### config.mk
export PLATFORM = sky130hd
export DESIGN_NAME = seq_serializer
export DESIGN_NICKNAME = d
export VERILOG_FILES = /design/src/rtl/seq_pkg.sv /design/src/rtl/seq_serializer.sv
export SDC_FILE = /design/constraint.sdc
export NUM_CORES = 1
export LEC_CHECK = 0
export CAP_MARGIN = 20
export CORE_MARGIN = 10
export CORE_UTILIZATION = 45
export CTS_BUF_LIST = sky130_fd_sc_hd__clkbuf_8
export DETAILED_ROUTE_END_ITERATION = 10
export PLACE_DENSITY = 0.79
export SLEW_MARGIN = 20
export SYNTH_ARGS = -nofsm -noshare
export SYNTH_HDL_FRONTEND = slang
export SYNTH_SLANG_ARGS = --single-unit
### constraint.sdc
create_clock -name clk -period 1.5 [get_ports clk]
set_clock_uncertainty 0.1 [all_clocks]
set_input_delay 0.3 -clock clk [delete_from_list [all_inputs] [get_ports clk]]
set_output_delay 0.3 -clock clk [all_outputs]
set_load 0.005 [all_outputs]
### src/rtl/seq_pkg.sv
`default_nettype none
// ============================================================================
// Module      : seq_pkg
// Description : Shared types and defaults for the sequence-detector family.
// Revision    : 1.0 - initial release
// ============================================================================
package seq_pkg;

  typedef enum logic [1:0] {
    ST_IDLE  = 2'd0,
    ST_SHIFT = 2'd1,
    ST_PAR   = 2'd2
  } state_t;

  localparam int   SEQ_W          = 8;
  localparam logic SEQ_IDLE_LEVEL = 1'b0;

endpackage : seq_pkg
`default_nettype wire

### src/rtl/seq_serializer.sv
`default_nettype none
// ============================================================================
// Module      : seq_serializer
// Description : MSB-first parallel-to-serial front end for the sequence
//               detectors. Optional even-parity bit: SEQ_SERIALIZER_PARITY_EN.
// Revision    : 1.0 - initial release
// ============================================================================
module seq_serializer
  import seq_pkg::*;
#(
  parameter int   W          = SEQ_W,
  parameter logic IDLE_LEVEL = SEQ_IDLE_LEVEL
) (
  input  logic         clk,
  input  logic         rst,
  input  logic [W-1:0] in_data,
  input  logic         in_valid,
  output logic         in_ready,
  output logic         dout,
  output logic         dout_valid,
  output logic         dout_last
);

  localparam int             CW         = $clog2(W);
  localparam logic [CW-1:0]  c_cnt_last = CW'(W - 1);
  localparam logic [CW-1:0]  c_cnt_pen  = CW'(W - 2);

  state_t          r_state;
  logic [W-1:0]    r_shift;     // remaining bits, next one to emit at MSB
  logic [CW-1:0]   r_cnt;
  logic            r_dout;
  logic            r_dout_valid;
  logic            r_dout_last;
`ifdef SEQ_SERIALIZER_PARITY_EN
  logic            r_par;
`endif

  logic w_last_bit;
  logic w_accept;

`ifdef SEQ_SERIALIZER_PARITY_EN
  assign w_last_bit = (r_state == ST_PAR);
`else
  assign w_last_bit = (r_state == ST_SHIFT) && (r_cnt == c_cnt_last);
`endif

  assign in_ready   = (r_state == ST_IDLE) || w_last_bit;
  assign w_accept   = in_valid && in_ready;
  assign dout       = r_dout;
  assign dout_valid = r_dout_valid;
  assign dout_last  = r_dout_last;

  always_ff @(posedge clk) begin
    if (rst) begin
      r_state      <= ST_IDLE;
      r_shift      <= '0;
      r_cnt        <= '0;
      r_dout       <= IDLE_LEVEL;
      r_dout_valid <= 1'b0;
      r_dout_last  <= 1'b0;
`ifdef SEQ_SERIALIZER_PARITY_EN
      r_par        <= 1'b0;
`endif
    end else if (w_accept) begin
      // Accept has priority so a new word follows the last bit with no gap.
      r_state      <= ST_SHIFT;
      r_shift      <= {in_data[W-2:0], 1'b0};
      r_cnt        <= '0;
      r_dout       <= in_data[W-1];
      r_dout_valid <= 1'b1;
      r_dout_last  <= 1'b0;
`ifdef SEQ_SERIALIZER_PARITY_EN
      r_par        <= ^in_data;
`endif
    end else begin
      case (r_state)
        ST_SHIFT: begin
          if (r_cnt == c_cnt_last) begin
`ifdef SEQ_SERIALIZER_PARITY_EN
            r_state      <= ST_PAR;
            r_dout       <= r_par;
            r_dout_valid <= 1'b1;
            r_dout_last  <= 1'b1;
`else
            r_state      <= ST_IDLE;
            r_dout       <= IDLE_LEVEL;
            r_dout_valid <= 1'b0;
            r_dout_last  <= 1'b0;
`endif
          end else begin
            r_shift      <= r_shift << 1;
            r_cnt        <= r_cnt + CW'(1);
            r_dout       <= r_shift[W-1];
            r_dout_valid <= 1'b1;
`ifdef SEQ_SERIALIZER_PARITY_EN
            r_dout_last  <= 1'b0;
`else
            r_dout_last  <= (r_cnt == c_cnt_pen);
`endif
          end
        end
        default: begin
          r_state      <= ST_IDLE;
          r_dout       <= IDLE_LEVEL;
          r_dout_valid <= 1'b0;
          r_dout_last  <= 1'b0;
        end
      endcase
    end
  end

endmodule : seq_serializer
`default_nettype wire
==> flow_summary.yaml, run 1 <==
global_routing:
  grt_max_degree: 17
  grt_pass1_wl_um: 2300
  grtUsageTotal: 0.0879
  grt_antenna_before_repair: 0
  grt_remaining_overflow: 0
  grt_pass1_vias: 526
yosys:
  synthMuxAreaShare: 0.107
  synth-seq-area-share: 0.428
  syn_inst: 61
  synth_compound_area_frac: 0.163
  ys_types: 19
  ys_warn_count: 0
  synthAdderAreaFrac: 0.0574
  synth_xor_area_frac: 0
  synth_top_family_by_area: "simple AND/OR/NAND/NOR gates"
  synthSimpleGateAreaFrac: 0.172
  synth_nets: 75
  syn_avg_cell_area_um2: 10.7
  syn-cell-area_um2: 654
  ys_ff_latch: 14
clocking:
  cts-buffers-inserted: 3
  path_clk_slew_ns: 0.06
  clock_latency_ns: 0.25
  clock-sinks: 14
  tritoncts: "done"
  cts.path.max_buffers: 2
  cts_htree_levels: 1
  cts-root-buf: "clkbuf_8"
power_and_ir_drop:
  swShare: 0.230
  seq_power_share: 0.441
  p_leak_nw: 0.383
  switchingPower_mw: 0.213
  comb_power_share: 0.162
  power_density_mw_per_mm2: 980
  ir_drop_mv: 0.605
  pwr-share-clk: 0.398
  p_int_mw: 0.715
  p_total_mw: 0.928
setup_path:
  critPathLaunchType: "register"
  crit_type: "reg -> out"
  crit_chain: "ha_4, ha_4, nor2b_4, inv_6, buf_6"
  cpPeakStageDelay_ns: 0.34
  r2r_start: "r_cnt[1]"
  regToRegSetupSlack_ns: 0.06
  crit_top_cell: "ha_4"
  worstRegToRegCells: 7
  crit_fanout: 2
  required_ns: 1.10
  cp.arrival_ns: 1.18
  r2r_end: "r_shift[6]"
  critPathCaptureType: "output port"
  cp_slowest_cell: "dfxtp_2"
floorplanning:
  num_io_pins: 15
  dieHeight_um: 58.1
  core-area_mm2: 0.00133
  rows: 13
  dieWidth_um: 58.1
  start_util: 0.491
  die_area_mm2: 0.00338
hold_path:
  whs_path_depth: 2
  hp-start: "r_shift[7]"
  hold_path_end: "dout"
  hold_class: "reg -> reg"
cells_and_area:
  multi_input_area_um2: 357
  final.fill_count: 98
  seq_area_um2: 283
  fin_util: 0.710
  drive_above_1_share: 0.405
  diodes: 0
  area_growth_pct: 44.7
  final_cell_mix: "clkdlybuf4s50_1 (13), dfxtp_1 (12), buf_4 (8), mux2i_1 (7), nor2_1 (7)"
  fin_nets: 99
  final_common_cell: "clkdlybuf4s50_1"
timing:
  finalCritPeriodShare: 1.06
  tightest_slew_ns: 0.216
  setup_violations: 1
  fin_ws_ns: -0.0839
  slew_viol_final: 0
  slew_headroom: 0.856
  hold_violations: 0
  max_freq_ghz: 0.631
  fin_crit_ns: 1.58
  rsz0062_at_grt: "yes"
routing:
  remaining_drc_errors: 0
  viasPerCell: 5.18
  drtIter0Drc: 4
  drtAntennaViolNets: 0
  wl_per_cell_um: 13.6
  via_count: 513
  wirelength_um: 1350
  dr.pass1.iters: 2
run:
  maxCapViolCount: 0
placement:
  gp_congestion: 0.716
  port_buffers: 14
  hpwl_um: 979
status:
  violations: "setup timing"
  run_status: "complete, but fails checks"
-- cells in the mapped netlist (all sizes together) --
library cell	number	area (um^2)
or3	1	6.26
mux2i	7	70.1
buf	4	35.0
dfxtp	14	280
nand2	4	15.0
nor3	2	10.0
nand3b	2	22.5
nor2b	1	13.8
nor2	9	33.8
inv	2	12.5
ha	3	37.5
a211oi	6	75.1
nand2b	1	6.26
a21oi	4	31.3
nand3	1	5.00
-- what timing repair did --
item,in CTS,in global routing
buffers inserted,1,0
resized for setup,11,2
endpoints found under the setup margin,8,3
pin swaps,1,1
hold buffers,0,0
-- routing by layer --
| metal | up-vias | global-route usage | routed length [um] |
|---|---|---|---|
| met5 | - | 0 | 0 |
| met4 | 0 | 0.0503 | 25 |
| met2 | 12 | 0.155 | 674 |
| met1 | 241 | 0.0773 | 532 |
| met3 | 5 | 0.0479 | 119 |
| li1 | 255 | - | - |
-- kinds of logic after synthesis --
logic type | after synthesis
AO/OA/AOI/OAI | 10
adder cells (fa/ha/maj) | 3
buffers and inverters | 6
flip-flops | 14
multiplexers | 7
AND/OR/NAND/NOR | 21
-- registers in the layout, indices dropped and copies added, names as in the netlist --
register    flops
dout            1
r_state         1
dout_last       1
r_cnt           3
dout_valid      1
r_shift         7
-- worst max-delay path: cells and delay by family, from the launching register on --
| family | cells | cell delay, ns |
|---|---|---|
| adder cells (fa/ha/maj) | 2 | 0.31 |
| buffers and inverters | 2 | 0.14 |
| flip-flops | 1 | 0.34 |
| AND/OR/NAND/NOR | 1 | 0.15 |
-- power by group through the flow --
stage | combinational [mW] | clock (mW) | sequential (mW)
floorplan | 0.0862 | 0 | 0.413
global placement | 0.144 | 0 | 0.413
detailed placement | 0.147 | 0 | 0.414
CTS | 0.151 | 0.377 | 0.408
global route | 0.164 | 0.396 | 0.412
finish | 0.150 | 0.369 | 0.409
-- per-stage QoR --
stage	area (um^2)	hold slack [ns]	TNS, ns	worst slack [ns]	instances
finish	947	0.352	-0.0839	-0.0839	99
global route	947	0.380	-0.127	-0.125	99
CTS	942	0.359	-0.0961	-0.0961	99
detailed placement	851	0.356	-0.423	-0.247	94
global placement	851	0.347	-0.355	-0.220	94
floorplan	654	0.265	0	0.00238	61
-- worst max-delay path by stage --
stage,startpoint,to
2_1_floorplan,r_cnt[0],in_ready
3_3_place_gp,r_cnt[0],in_ready
3_5_place_dp,r_cnt[0],in_ready
4_1_cts,r_cnt[1],in_ready
5_1_grt,r_cnt[1],in_ready
6_report,r_cnt[1],in_ready
-- cell type report --
cell class	count	area share
multi-input cells	41	0.376
flip-flops and latches	14	0.299
clock buffers	4	0.0581
inverters	2	0.0132
well taps	15	0.0198
repair buffers	23	0.234
No activity file was read; power rests on OpenSTA's default activity.
==> inputs of run 2 (changes only) <==
- CELL_PAD_IN_SITES_DETAIL_PLACEMENT: unset -> 1
- CELL_PAD_IN_SITES_GLOBAL_PLACEMENT: unset -> 2
- CORE_UTILIZATION: 45 -> 28
- PLACE_DENSITY: 0.79 -> 0.78
- RECOVER_POWER: unset -> 50
- SLEW_MARGIN: 20 -> unset
==> flow_summary.yaml, run 2 (synthesis results as in run 1) <==
timing:
  slew_viol_final: 0
  finalCritPeriodShare: 1.05
  rsz0062_at_grt: "yes"
  max_freq_ghz: 0.633
  slew_headroom: 0.849
  fin_tns_setup_ns: -0.0805
  hold_violations: 0
  tightest_slew_ns: 0.227
  setup_violations: 1
  fin_crit_ns: 1.58
  fin_ws_ns: -0.0805
cells_and_area:
  fin_nets: 97
  top_regs: "r_shift (7), r_cnt (3)"
  final_common_cell: "clkdlybuf4s50_1"
  area_growth_pct: 45.9
  largest_register: "r_shift"
  drive_above_1_share: 0.415
  final_cell_mix: "clkdlybuf4s50_1 (13), dfxtp_1 (12), mux2i_1 (7), a211oi_2 (6), buf_4 (6)"
  largest_reg_flops: 7
  diodes: 0
placement:
  pre_cts_slack_ns: -0.234
  port_buffers: 14
  gp_congestion: 0.712
clocking:
  clock_latency_ns: 0.24
  cts_htree_levels: 1
  path_clk_slew_ns: 0.06
  clock-sinks: 14
  cts-buffers-inserted: 3
  cts-root-buf: "clkbuf_8"
  tritoncts: "done"
  cts.path.max_buffers: 2
floorplanning:
  start_util: 0.296
  dieHeight_um: 68.3
  die_area_mm2: 0.00467
  num_io_pins: 15
  dieWidth_um: 68.3
  core-area_mm2: 0.00221
  rows: 17
setup_path:
  cp.arrival_ns: 1.18
  crit_type: "reg -> out"
  required_ns: 1.10
  worstRegToRegCells: 7
  critPathLaunch: "r_cnt[0]"
  r2r_end: "r_shift[2]"
  regToRegSetupSlack_ns: 0.06
  crit_fanout: 2
  critPathCaptureType: "output port"
  critPathLaunchType: "register"
  r2r_start: "r_cnt[0]"
hold_path:
  hold_path_end: "dout"
  hold_class: "reg -> reg"
  whs_path_depth: 2
  hp-start: "r_shift[7]"
global_routing:
  grt_max_degree: 17
  grt_remaining_overflow: 0
  grtUsageTotal: 0.0724
  grt_antenna_before_repair: 0
  grt_pass1_wl_um: 2500
  grt_pass1_vias: 574
run:
  maxCapViolCount: 0
routing:
  viasPerCell: 4.55
  drtIter0Drc: 10
  drtAntennaViolNets: 0
  wirelength_um: 1420
  remaining_drc_errors: 0
  wl_per_cell_um: 12.9
  dr.pass1.iters: 2
  via_count: 501
power_and_ir_drop:
  ir_drop_mv: 0.509
  power_density_mw_per_mm2: 962
  p_leak_nw: 0.374
status:
  violations: "setup timing"
  run_status: "complete, but fails checks"
==> run 2: cell types whose count changed in the layout (fill, tap and decap cells not counted) <==
| cell | before | now |
|---|---|---|
| a21oi_1 | 1 | 2 |
| nor2_2 | 2 | 4 |
| nor2_1 | 7 | 5 |
| or3_1 | 1 | 0 |
| a21oi_2 | 3 | 2 |
| or3_4 | 0 | 1 |
| buf_4 | 8 | 6 |
==> run 2: per-stage QoR <==
stage                     cells   util  hold WS (ns)  instance area (um^2)  total power [mW]
after floorplan              61      -         0.265                   654             0.499
after global placement      106  0.389         0.365                   860             0.558
after detailed placement    106  0.389         0.373                   860             0.560
after CTS                   111  0.430         0.382                   951             0.933
after global routing        110  0.432         0.405                   955             0.971
final                       110  0.432         0.378                   955             0.918
==> run 2: area by class of cell <==
class	count	area, um^2
multi-input combinational	41	363
timing repair buffer	21	206
sequential	14	283
tap	28	35.0
inverter	2	12.5
fill	255	1260
clock buffer	4	55.1
==> run 2: worst max-delay path by stage <==
stage	to	slack (ns)
CTS	in_ready	-0.09
global route	in_ready	-0.13
finish	in_ready	-0.08
detailed placement	in_ready	-0.23
floorplan	in_ready	0.002
global placement	in_ready	-0.23
==> run 2: what timing repair did <==
item | CTS | global route
resized for setup | 11 | 5
pin swaps | 1 | 1
setup buffers | 1 | 0
setup endpoints to repair | 7 | 7
hold buffers | 0 | 0
==> run 2: power by group <==
part | total, mW | internal [mW] | switching (mW) | leakage, nW
clock network | 0.361 | 0.232 | 0.129 | 0.0288
registers | 0.410 | 0.396 | 0.0133 | 0.116
logic | 0.147 | 0.0834 | 0.0637 | 0.229
==> run 2: critical path, stage by stage, from the launching register on <==
cell and delay [ns]:
dfxtp_2 0.33, ha_4 0.16, ha_4 0.15, nor2b_4 0.15
inv_6 0.04, buf_6 0.10
==> run 2: per-layer routing <==
metal | routed length, um | track usage
met5 | 0 | 0
met4 | 30 | 0.0302
met3 | 99 | 0.0375
met2 | 704 | 0.126
met1 | 585 | 0.0714
